**src/rtl/stack_ctrl_pkg.sv**
```systemverilog
// Shared types and default parameters for the PC/flags return-stack sequencer.
package stack_ctrl_pkg;

    localparam int unsigned PC_W_DEF    = 9;
    localparam int unsigned FLAGS_W_DEF = 4;
    localparam int unsigned DEPTH_DEF   = 5;
    localparam int unsigned DEPTH_W_DEF = 3;
    localparam logic [8:0]  IRQ_VECTOR_DEF = 9'h100;

    typedef enum logic [2:0] {
        ST_IDLE,
        ST_PUSH,
        ST_POP,
        ST_LOAD,
        ST_ERR
    } state_t;

    typedef enum logic [1:0] {
        OP_CALL,
        OP_RET,
        OP_RETI,
        OP_IRQ
    } op_t;

endpackage

```
**src/rtl/stack_depth_tracker.sv**
```systemverilog
// Saturating stack-depth counter with sticky overflow/underflow flags.
module stack_depth_tracker
    import stack_ctrl_pkg::*;
#(
    parameter int unsigned DEPTH   = DEPTH_DEF,
    parameter int unsigned DEPTH_W = DEPTH_W_DEF
) (
    input  logic               clk,
    input  logic               reset,
    input  logic               push,
    input  logic               pop,
    input  logic               underflow_evt,
    input  logic               clr_err,
    output logic [DEPTH_W-1:0] depth,
    output logic               overflow,
    output logic               underflow
);

    localparam logic [DEPTH_W-1:0] DEPTH_MAX = DEPTH_W'(DEPTH);

    logic [DEPTH_W-1:0] depth_q, depth_d;
    logic               overflow_q, overflow_d;
    logic               underflow_q, underflow_d;

    always_comb begin
        depth_d     = depth_q;
        overflow_d  = overflow_q;
        underflow_d = underflow_q;

        if (push && (depth_q != DEPTH_MAX)) begin
            depth_d = depth_q + DEPTH_W'(1);
        end else if (pop && (depth_q != '0)) begin
            depth_d = depth_q - DEPTH_W'(1);
        end

        // Clear first so a same-cycle error event keeps the flag set.
        if (clr_err) begin
            overflow_d  = 1'b0;
            underflow_d = 1'b0;
        end
        if (push && (depth_q == DEPTH_MAX)) begin
            overflow_d = 1'b1;
        end
        if (underflow_evt) begin
            underflow_d = 1'b1;
        end
    end

    always_ff @(posedge clk or posedge reset) begin
        if (reset) begin
            depth_q     <= '0;
            overflow_q  <= 1'b0;
            underflow_q <= 1'b0;
        end else begin
            depth_q     <= depth_d;
            overflow_q  <= overflow_d;
            underflow_q <= underflow_d;
        end
    end

    assign depth     = depth_q;
    assign overflow  = overflow_q;
    assign underflow = underflow_q;

endmodule

```
**src/rtl/stack_seq_ctrl.sv**
```systemverilog
// Return-stack sequencer: arbitrates CALL/RET/RETI/IRQ, drives stack strobes and PC/flags loads.
module stack_seq_ctrl
    import stack_ctrl_pkg::*;
#(
    parameter int unsigned     PC_W       = PC_W_DEF,
    parameter int unsigned     FLAGS_W    = FLAGS_W_DEF,
    parameter int unsigned     DEPTH      = DEPTH_DEF,
    parameter int unsigned     DEPTH_W    = DEPTH_W_DEF,
    parameter logic [PC_W-1:0] IRQ_VECTOR = IRQ_VECTOR_DEF
) (
    input  logic               clk,
    input  logic               reset,
    input  logic               call_req,
    input  logic               ret_req,
    input  logic               reti_req,
    input  logic               irq,
    input  logic               irq_enable,
    input  logic               clr_err,
    input  logic [PC_W-1:0]    cur_pc,
    input  logic [PC_W-1:0]    call_target,
    input  logic [FLAGS_W-1:0] cur_flags,
    output logic               stk_push_en,
    output logic               stk_pop_en,
    output logic [PC_W-1:0]    stk_in_pc,
    output logic [FLAGS_W-1:0] stk_in_flags,
    input  logic [PC_W-1:0]    stk_out_pc,
    input  logic [FLAGS_W-1:0] stk_out_flags,
    output logic               pc_load,
    output logic [PC_W-1:0]    pc_next,
    output logic               flags_load,
    output logic [FLAGS_W-1:0] flags_next,
    output logic               done,
    output logic               irq_ack,
    output logic               busy,
    output logic               in_isr,
    output logic [DEPTH_W-1:0] depth,
    output logic               overflow,
    output logic               underflow
);

    state_t             state_q, state_d;
    op_t                op_q, op_d;
    logic [PC_W-1:0]    push_pc_q, push_pc_d;
    logic [PC_W-1:0]    tgt_q, tgt_d;
    logic [FLAGS_W-1:0] flags_q, flags_d;
    logic               in_isr_q, in_isr_d;

    // Next state, operand capture and ISR tracking.
    always_comb begin
        state_d   = state_q;
        op_d      = op_q;
        push_pc_d = push_pc_q;
        tgt_d     = tgt_q;
        flags_d   = flags_q;
        in_isr_d  = in_isr_q;

        case (state_q)
            ST_IDLE: begin
                if (irq && irq_enable && !in_isr_q) begin
                    // Push cur_pc-1 because the stack returns pushed+1.
                    op_d      = OP_IRQ;
                    push_pc_d = cur_pc - PC_W'(1);
                    tgt_d     = IRQ_VECTOR;
                    flags_d   = cur_flags;
                    state_d   = ST_PUSH;
                end else if (reti_req) begin
                    op_d    = OP_RETI;
                    state_d = (depth == '0) ? ST_ERR : ST_POP;
                end else if (ret_req) begin
                    op_d    = OP_RET;
                    state_d = (depth == '0) ? ST_ERR : ST_POP;
                end else if (call_req) begin
                    op_d      = OP_CALL;
                    push_pc_d = cur_pc;
                    tgt_d     = call_target;
                    flags_d   = cur_flags;
                    state_d   = ST_PUSH;
                end
            end
            ST_PUSH: begin
                if (op_q == OP_IRQ) begin
                    in_isr_d = 1'b1;
                end
                state_d = ST_IDLE;
            end
            ST_POP: begin
                state_d = ST_LOAD;
            end
            ST_LOAD: begin
                if (op_q == OP_RETI) begin
                    in_isr_d = 1'b0;
                end
                state_d = ST_IDLE;
            end
            ST_ERR: begin
                state_d = ST_IDLE;
            end
            default: begin
                state_d = ST_IDLE;
            end
        endcase
    end

    // Moore output decode; every output is zero in IDLE.
    always_comb begin
        stk_push_en  = 1'b0;
        stk_pop_en   = 1'b0;
        stk_in_pc    = '0;
        stk_in_flags = '0;
        pc_load      = 1'b0;
        pc_next      = '0;
        flags_load   = 1'b0;
        flags_next   = '0;
        done         = 1'b0;
        irq_ack      = 1'b0;

        case (state_q)
            ST_PUSH: begin
                stk_push_en  = 1'b1;
                stk_in_pc    = push_pc_q;
                stk_in_flags = flags_q;
                pc_load      = 1'b1;
                pc_next      = tgt_q;
                if (op_q == OP_IRQ) begin
                    irq_ack = 1'b1;
                end else begin
                    done = 1'b1;
                end
            end
            ST_POP: begin
                stk_pop_en = 1'b1;
            end
            ST_LOAD: begin
                pc_load = 1'b1;
                pc_next = stk_out_pc;
                done    = 1'b1;
                if (op_q == OP_RETI) begin
                    flags_load = 1'b1;
                    flags_next = stk_out_flags;
                end
            end
            ST_ERR: begin
                done = 1'b1;
            end
            default: begin
            end
        endcase
    end

    always_ff @(posedge clk or posedge reset) begin
        if (reset) begin
            state_q   <= ST_IDLE;
            op_q      <= OP_CALL;
            push_pc_q <= '0;
            tgt_q     <= '0;
            flags_q   <= '0;
            in_isr_q  <= 1'b0;
        end else begin
            state_q   <= state_d;
            op_q      <= op_d;
            push_pc_q <= push_pc_d;
            tgt_q     <= tgt_d;
            flags_q   <= flags_d;
            in_isr_q  <= in_isr_d;
        end
    end

    assign busy   = (state_q != ST_IDLE);
    assign in_isr = in_isr_q;

    stack_depth_tracker #(
        .DEPTH   (DEPTH),
        .DEPTH_W (DEPTH_W)
    ) u_depth (
        .clk           (clk),
        .reset         (reset),
        .push          (state_q == ST_PUSH),
        .pop           (state_q == ST_POP),
        .underflow_evt (state_q == ST_ERR),
        .clr_err       (clr_err),
        .depth         (depth),
        .overflow      (overflow),
        .underflow     (underflow)
    );

endmodule
```
**config.mk**
```make
export PLATFORM = sky130hd
export DESIGN_NAME = stack_seq_ctrl
export DESIGN_NICKNAME = d
export VERILOG_FILES = /design/src/rtl/stack_ctrl_pkg.sv /design/src/rtl/stack_depth_tracker.sv /design/src/rtl/stack_seq_ctrl.sv
export SDC_FILE = /design/constraint.sdc
export NUM_CORES = 1
export LEC_CHECK = 0
export CAP_MARGIN = 20
export CORE_AREA = 2 2 92 94
export DETAILED_ROUTE_END_ITERATION = 10
export DIE_AREA = 0 0 94 96
export GPL_TIMING_DRIVEN = 0
export PLACE_DENSITY_LB_ADDON = 0.25
export SLEW_MARGIN = 30
export SYNTH_ARGS = -nofsm -noshare
export SYNTH_HDL_FRONTEND = slang
export SYNTH_SLANG_ARGS = --single-unit
export TNS_END_PERCENT = 100
```
**constraint.sdc**
```tcl
create_clock -name clk -period 3.5 [get_ports clk]
set_clock_uncertainty 0.2 [all_clocks]
set_input_delay 0.525 -clock clk [delete_from_list [all_inputs] [get_ports clk]]
set_output_delay 0.525 -clock clk [all_outputs]
set_load 0.1 [all_outputs]
```
==> results.json, run 1 <==
{
  "ys_seq_area_share_pct": 43.62,
  "coreArea_um2": 8051,
  "postSynthCellCount": 217,
  "max_freq_ghz": 0.2930,
  "max_slew.worst_pin.slew_ps": 985.1,
  "synth.most_common_cell": "nand2_1",
  "cts_inserted_buffers": 5,
  "grt_pass1_wl_mm": 8.493,
  "powerDensity_nw_per_um2": 1035,
  "hp-class": "reg2reg",
  "io_buffers": 81,
  "overflow": 0,
  "clk_pin_slew_worst_paths_ps": 70,
  "power_uw": 3036,
  "grt_pass1_vias": 1706,
  "top_layer": "met4",
  "cp_max_fo": 10,
  "path_class": "reg2out",
  "wl_met3_um": 402,
  "slew_headroom_pct": 34.12,
  "drt-initial-drc-count": 69,
  "finalSetupTns_ps": 0,
  "floorplan.initialDensity_pct": 23.51,
  "min_period_ps": 3413,
  "syn2layout_area_growth_pct": 54.92,
  "ys.flop_type": "dfrtp_1",
  "synth_top_area_share_pct": 43.62,
  "ios": 82,
  "grt_setup_unrepaired": "no",
  "syn_nets": 262,
  "final-hold-violation-count": 0,
  "finalWeightedCongestion": 0.8381,
  "startpoint_type": "flip-flop",
  "yosys.area.top_type": "dfrtp_1",
  "required_ps": 2770,
  "cts_buffer_depth": 2,
  "postSynth.asyncResetShare_pct": 100.0,
  "crit_path_end_kind": "output port",
  "ys_warn_count": 0,
  "grtUsageTotal_pct": 12.26,
  "cts_root_buf": "clkbuf_8",
  "vias": 1836,
  "die_x_um": 94,
  "ys_ff_latch": 33,
  "dpl.hpwl_mm": 4.077,
  "detail_route.wl_per_cell_um": 13.31,
  "routed_via_density": 4.467,
  "status": "completed",
  "finalMaxSlewViolations": 0,
  "synth_area_leaders": "dfrtp_1, nand2_1, o21ai_0, and2_1, mux2i_1",
  "cts_htree_levels": 2,
  "arrival_ps": 2690,
  "wl_met2_mm": 2.453,
  "die-area_um2": 9024,
  "finalNonFillerCells": 411,
  "cts_num_sinks": 33,
  "grt_max_degree": 34,
  "syn-cell-area_um2": 1893,
  "post-route-util_pct": 36.43,
  "drtAntennaViolNets": 0,
  "drive_above_1_share_pct": 6.863,
  "worstSkewPairLatency_ps": 280,
  "wirelength_mm": 5.471,
  "dr.pass1.iters": 4,
  "post-route-period-util_pct": 97.52,
  "antenna_cells": 0,
  "syn_area_per_cell_um2": 8.724,
  "nNetsFinal": 350,
  "die_h_um": 96,
  "wl_met1_mm": 2.543,
  "synth-edff-count": 0,
  "setup_viol": 0,
  "synth_cell_types": 42,
  "rows": 33,
  "cts_tree": "built",
  "antenna_found_initial": 0,
  "drc": 0,
  "ir_worst_vdd_mv": 0.2958,
  "dp.cells": 403,
  "leakage_uw": 0.001377,
  "maxCapViolCount": 0,
  "yosys-top-cells-count": "nand2_1, dfrtp_1, o21ai_0"
}
-- layout make-up --
type,instances,area [um^2]
Buffer,11,57.56
Clock buffer,8,80.08
Fill cell,861,5119
Inverter,9,33.78
Multi-Input combinational cell,164,988.4
Sequential cell,33,825.8
Tap cell,105,131.4
Timing Repair Buffer,81,815.8
-- state kept, by name (all words and copies together), names as in the netlist --
register and flops:
push_pc_q 9, u_depth.underflow 1, u_depth.overflow 1, tgt_q 9
u_depth.depth 3, flags_q 4, op_q 2, in_isr 1
state_q 3
-- per-layer routing --
metal	up-vias	track usage [%]
met1	848	16.82
met3	7	3.367
met2	65	18.93
li1	916	-
met5	-	0
met4	0	3.623
-- metrics by stage --
step | setup WS, ps | hold slack, ps | cell area (um^2)
final | 86.66 | 273.7 | 2933
after global routing | 12.21 | 291.1 | 2933
after CTS | 20.24 | 278.2 | 2918
after detailed placement | 187.1 | 262.0 | 2848
after global placement | 210.4 | 257.1 | 2848
after floorplan | 137.5 | 241.8 | 1906
-- worst paths after layout --
| path | startpoint | end | slack (ps) | depth (start not counted) |
|---|---|---|---|---|
| setup / recovery | state_q[2] | pc_next[8] | 90 | 4 |
| hold / removal | push_pc_q[7] | push_pc_q[7] | 270 | 2 |
| setup reg to reg | state_q[2] | u_depth.depth[2] | 850 | 9 |
| hold reg to reg | push_pc_q[7] | push_pc_q[7] | 270 | 2 |
| max in group asynchronous | reset | push_pc_q[1] | 2170 | 2 |
| min in group asynchronous | reset | flags_q[1] | 480 | 2 |
-- timing repair --
| item | in CTS | in global routing |
|---|---|---|
| endpoints found under the setup margin | 8 | 6 |
| gates resized for setup | 8 | 6 |
| buffers inserted | 0 | 0 |
| hold buffers | 0 | 0 |
-- power by group --
group	switching [uW]	internal, uW	total, uW
Clock	136	141	277
Sequential	139	557	696
Combinational	1520	539	2060
-- cells by family after synthesis --
kind of cell / share of synthesized area, %
flops: 43.62
xor+xnor: 3.701
compound gates: 13.02
buf+inv: 4.759
simple gates: 26.04
mux: 7.138
fa+ha+maj: 1.718
-- worst max-delay path, stage by stage (launching register included) --
cell and delay [ps]:
dfrtp_1 450, nand2b_1 250, clkbuf_1 310, nor2_1 240, clkdlybuf4s50_1 1160
-- placed cells by master, fill, tap and decap left out, types with 6 or more instances in the layout --
cell,n
nor2_1,20
buf_2,6
and2_1,17
dlygate4sd2_1,8
inv_1,6
clkbuf_1,6
clkdlybuf4s50_1,67
nand2_1,35
xor2_1,6
o21ai_0,26
dfrtp_1,33
dlymetal6s2s_1,6
mux2i_1,9
Note: power is estimated with default switching activity, not from simulation.
==> run 2: changes to the inputs <==
CTS_BUF_LIST = sky130_fd_sc_hd__clkbuf_16   (was default)
GPL_ROUTABILITY_DRIVEN = 0   (was default)
==> results.json, run 2 (synthesized netlist as in run 1, its figures left out) <==
{
  "status": "completed",
  "die_x_um": 94,
  "crit_path_end_kind": "output port",
  "drive_above_1_share_pct": 6.863,
  "required_ps": 2770,
  "routed_via_density": 4.460,
  "cts_inserted_buffers": 5,
  "cts_tree": "built",
  "grt_pass1_wl_mm": 8.473,
  "vias": 1833,
  "worst_path_max_delay_cell": "clkdlybuf4s50_1",
  "crit_family": "buffers and inverters",
  "hp-class": "reg2reg",
  "grtUsageTotal_pct": 12.21,
  "arrival_ps": 2680,
  "cp_num_buf_inv": 2,
  "cts_root_buf": "clkbuf_16",
  "startpoint_type": "flip-flop",
  "setup_viol": 0,
  "detail_route.wl_per_cell_um": 13.38,
  "floorplan.initialDensity_pct": 23.51,
  "crit_chain": "nand2b_1, clkbuf_1, nor2_1, clkdlybuf4s50_1",
  "dr.pass1.iters": 4,
  "cts_htree_levels": 2,
  "slowest_delay_ps": 1160,
  "maxCapViolCount": 0,
  "layout.cells.most_common": "clkdlybuf4s50_1",
  "max_slew.worst_pin.slew_ps": 988.1,
  "grt_max_degree": 34,
  "cts_num_sinks": 33,
  "io_buffers": 81,
  "reg_top3": "push_pc_q x9, tgt_q x9, flags_q x4",
  "drt-initial-drc-count": 63,
  "slew_headroom_pct": 33.92,
  "dpl.hpwl_mm": 4.077,
  "coreArea_um2": 8051,
  "cts_buffer_depth": 2,
  "min_period_ps": 3409,
  "final_cell_mix": "clkdlybuf4s50_1, nand2_1, dfrtp_1, o21ai_0, nor2_1",
  "drc": 0,
  "final-hold-violation-count": 0,
  "post-route-util_pct": 37.13,
  "die_h_um": 96,
  "finalMaxSlewViolations": 0,
  "worstSkewPairLatency_ps": 270,
  "finalSetupTns_ps": 0,
  "drtAntennaViolNets": 0,
  "ios": 82,
  "die-area_um2": 9024,
  "grt_pass1_vias": 1701,
  "syn2layout_area_growth_pct": 57.90,
  "overflow": 0,
  "wirelength_mm": 5.498,
  "path_class": "reg2out",
  "clk_pin_slew_worst_paths_ps": 50,
  "rows": 33,
  "antenna_cells": 0,
  "max_freq_ghz": 0.2934,
  "finalNonFillerCells": 411,
  "antenna_found_initial": 0,
  "dp.cells": 403,
  "post-route-period-util_pct": 97.39,
  "cp_max_fo": 10,
  "nNetsFinal": 350,
  "grt_setup_unrepaired": "no"
}
run 2: changes by cell type in the layout (fill, tap and decap cells not counted), sizes merged:
cell	before	now
clkbuf	12	9
inv	9	12
run 2: path summary, 6_finish.rpt:
check | start | endpoint | slack, ps | cells after the start
setup / recovery | state_q[2] | pc_next[8] | 90 | 4
hold / removal | push_pc_q[7] | push_pc_q[7] | 270 | 2
setup reg to reg | state_q[2] | u_depth.depth[2] | 850 | 9
hold reg to reg | push_pc_q[7] | push_pc_q[7] | 270 | 2
max in group asynchronous | reset | push_pc_q[1] | 2150 | 2
min in group asynchronous | reset | flags_q[1] | 490 | 2
run 2: routing by layer:
layer  GRT usage, %  part of all wire [%]  up-vias
met3          3.132                   6.6        4
met4          3.623                  0.91        0
met5              0                     0        -
met2          18.87                    46       56
met1          16.87                    46      857
li1               -                     -      916
run 2: cell type report:
| class | instances | area, um^2 |
|---|---|---|
| inverter | 9 | 33.78 |
| multi-input combinational | 164 | 988.4 |
| timing repair buffer | 81 | 815.8 |
| clock buffer | 5 | 125.1 |
| buffer | 11 | 57.56 |
| fill | 853 | 5062 |
| sequential | 33 | 825.8 |
| tap | 105 | 131.4 |
| clock inverter | 3 | 11.26 |
run 2: what timing repair did:
action / in CTS / in global routing
endpoints found under the setup margin: 8 / 6
resized for setup: 8 / 6
hold buffers: 0 / 0
buffers inserted: 0 / 0
run 2: stage by stage:
| stage | hold WS (ps) | cell area [um^2] | setup WS (ps) |
|---|---|---|---|
| CTS | 274.2 | 2974 | 36.92 |
| floorplan | 241.8 | 1906 | 137.5 |
| finish | 270.3 | 2989 | 91.43 |
| detailed placement | 262.0 | 2848 | 187.1 |
| global placement | 257.1 | 2848 | 210.4 |
| global route | 286.3 | 2989 | 34.98 |
run 2: worst min-delay path: stages, from the launching register on:
cell,delay [ps]
dfrtp_1,330
nand2_1,40
o21ai_0,60
Power of run 2 is not shown: default switching activity piles up to over one toggle a cycle in this logic, so the estimate is an artifact.
==> run 3: changes to the inputs <==
clock period = 3.9 ns   (was 3.5 ns; I/O delays follow)
==> results.json, run 3 (synthesized netlist as in run 1, its figures left out) <==
{
  "status": "completed",
  "post-route-period-util_pct": 96.28,
  "crit_top_cell": "inv_2",
  "hold_buffers": 0,
  "detail_route.wl_per_cell_um": 13.19,
  "crit_chain": "nand2b_1, inv_2, nand2_2, inv_2, clkbuf_1, and2_1, clkdlybuf4s50_1",
  "finalWorstSetupSlack_ps": 145.1,
  "worstSkewPairLatency_ps": 270,
  "arrival_ps": 2970,
  "cts_buffer_depth": 2,
  "syn2layout_area_growth_pct": 58.23,
  "layout.cells.most_common": "clkdlybuf4s50_1",
  "startpoint_type": "flip-flop",
  "finalMaxSlewViolations": 0,
  "max_slew.worst_pin.slew_ps": 992.2,
  "cp_num_buf_inv": 4,
  "grt_setup_unrepaired": "no",
  "routed_via_density": 4.433,
  "fillers": 820,
  "cts_htree_levels": 2,
  "power_uw": 2849,
  "rows": 33,
  "drive_above_1_share_pct": 6.863,
  "finalSetupTns_ps": 0,
  "dpl.hpwl_mm": 4.091,
  "path_class": "reg2out",
  "die_h_um": 96,
  "slowest_delay_ps": 1120,
  "finish.instance_area_um2": 2995,
  "slew_headroom_pct": 33.75,
  "cts_root_buf": "clkbuf_16",
  "cp_max_fo": 10,
  "ios": 82,
  "pre_cts_ws_ps": 400.2,
  "seqCellArea_um2": 825.8,
  "cts_num_sinks": 33,
  "cts_tree": "built",
  "grt_pass1_vias": 1797,
  "drc": 0,
  "grt_pass1_wl_mm": 8.680,
  "floorplan.initialDensity_pct": 23.51,
  "worst_path_max_delay_cell": "clkdlybuf4s50_1",
  "drtAntennaViolNets": 0,
  "leakage_uw": 0.001385,
  "post-route-util_pct": 37.20,
  "clk_pin_slew_worst_paths_ps": 50,
  "maxCapViolCount": 0,
  "drt-initial-drc-count": 56,
  "reg_top3": "push_pc_q x9, tgt_q x9, flags_q x4",
  "antenna_cells": 0,
  "grt_use_met3_pct": 2.428,
  "grtUsageMet1_pct": 15.72,
  "final-hold-violation-count": 0,
  "crit_family": "buffers and inverters",
  "final_cell_mix": "clkdlybuf4s50_1, nand2_1, dfrtp_1, o21ai_0, nor2_1",
  "grt_max_degree": 34,
  "grtUsageTotal_pct": 12.44,
  "use_met2_pct": 21.43,
  "multi_input_area_um2": 982.2,
  "overflow": 0,
  "dr.pass1.iters": 4,
  "required_ps": 3120,
  "ir_worst_vdd_mv": 0.2152,
  "min_period_ps": 3755,
  "grt-busiest-layer": "met2",
  "antenna_found_initial": 0,
  "placed_cell_area_um2": 2840,
  "die-area_um2": 9024,
  "vias": 1822,
  "nNetsFinal": 350,
  "coreArea_um2": 8051,
  "powerDensity_nw_per_um2": 951.1,
  "io_buffers": 81,
  "cts_inserted_buffers": 5,
  "max_freq_ghz": 0.2663,
  "hp-class": "reg2reg",
  "wirelength_mm": 5.422,
  "die_x_um": 94,
  "crit_path_end_kind": "output port",
  "setup_viol": 0
}
==> run 3: tightest hold or removal path: stages (launching register included) <==
cell and delay [ps]:
dfrtp_1 330, nand2_1 40, o21ai_0 60
==> run 3: area by class of cell <==
class	count	area share, %
plain buffers	11	1.880
multi-input cells	164	32.79
clock inverters	3	0.4177
flip-flops and latches	33	27.57
well taps	105	4.386
repair buffers	81	27.65
inverters	9	1.128
clock buffers	5	4.177
==> run 3: timing repair <==
item / 4_1_cts / 5_1_grt
setup endpoints to repair: 0 / 7
resized for setup: 0 / 7
buffers inserted: 0 / 0
==> run 3: path summary, 6_finish.rpt <==
| path | start | end | slack, ps | cells after the start |
|---|---|---|---|---|
| hold reg to reg | push_pc_q[6] | push_pc_q[6] | 260 | 2 |
| max in group asynchronous | reset | tgt_q[1] | 2480 | 2 |
| setup reg to reg | state_q[2] | u_depth.depth[2] | 1050 | 9 |
| min in group asynchronous | reset | flags_q[3] | 550 | 2 |
| hold / removal | push_pc_q[6] | push_pc_q[6] | 260 | 2 |
| setup / recovery | state_q[2] | stk_in_pc[1] | 150 | 7 |
==> run 3: per-stage QoR <==
stage | hold slack [ps] | instances
4_1_cts | 273.7 | 411
2_1_floorplan | 241.8 | 217
6_report | 263.9 | 411
5_1_grt | 289.7 | 411
3_5_place_dp | 261.9 | 403
3_3_place_gp | 253.5 | 403
==> run 3: layer usage <==
metal | part of all wire, % | routed length [um]
met1 | 44 | 2378
met2 | 49 | 2646
met3 | 6.1 | 329
met4 | 1.2 | 67
met5 | 0 | 0
==> run 3: power breakdown <==
part	switching (uW)	internal, uW	leakage, uW	total, uW
logic	1360	494	0.000909	1850
clock network	140	231	0.0000687	370
registers	127	500	0.000407	627
total	1620	1230	0.00138	2850
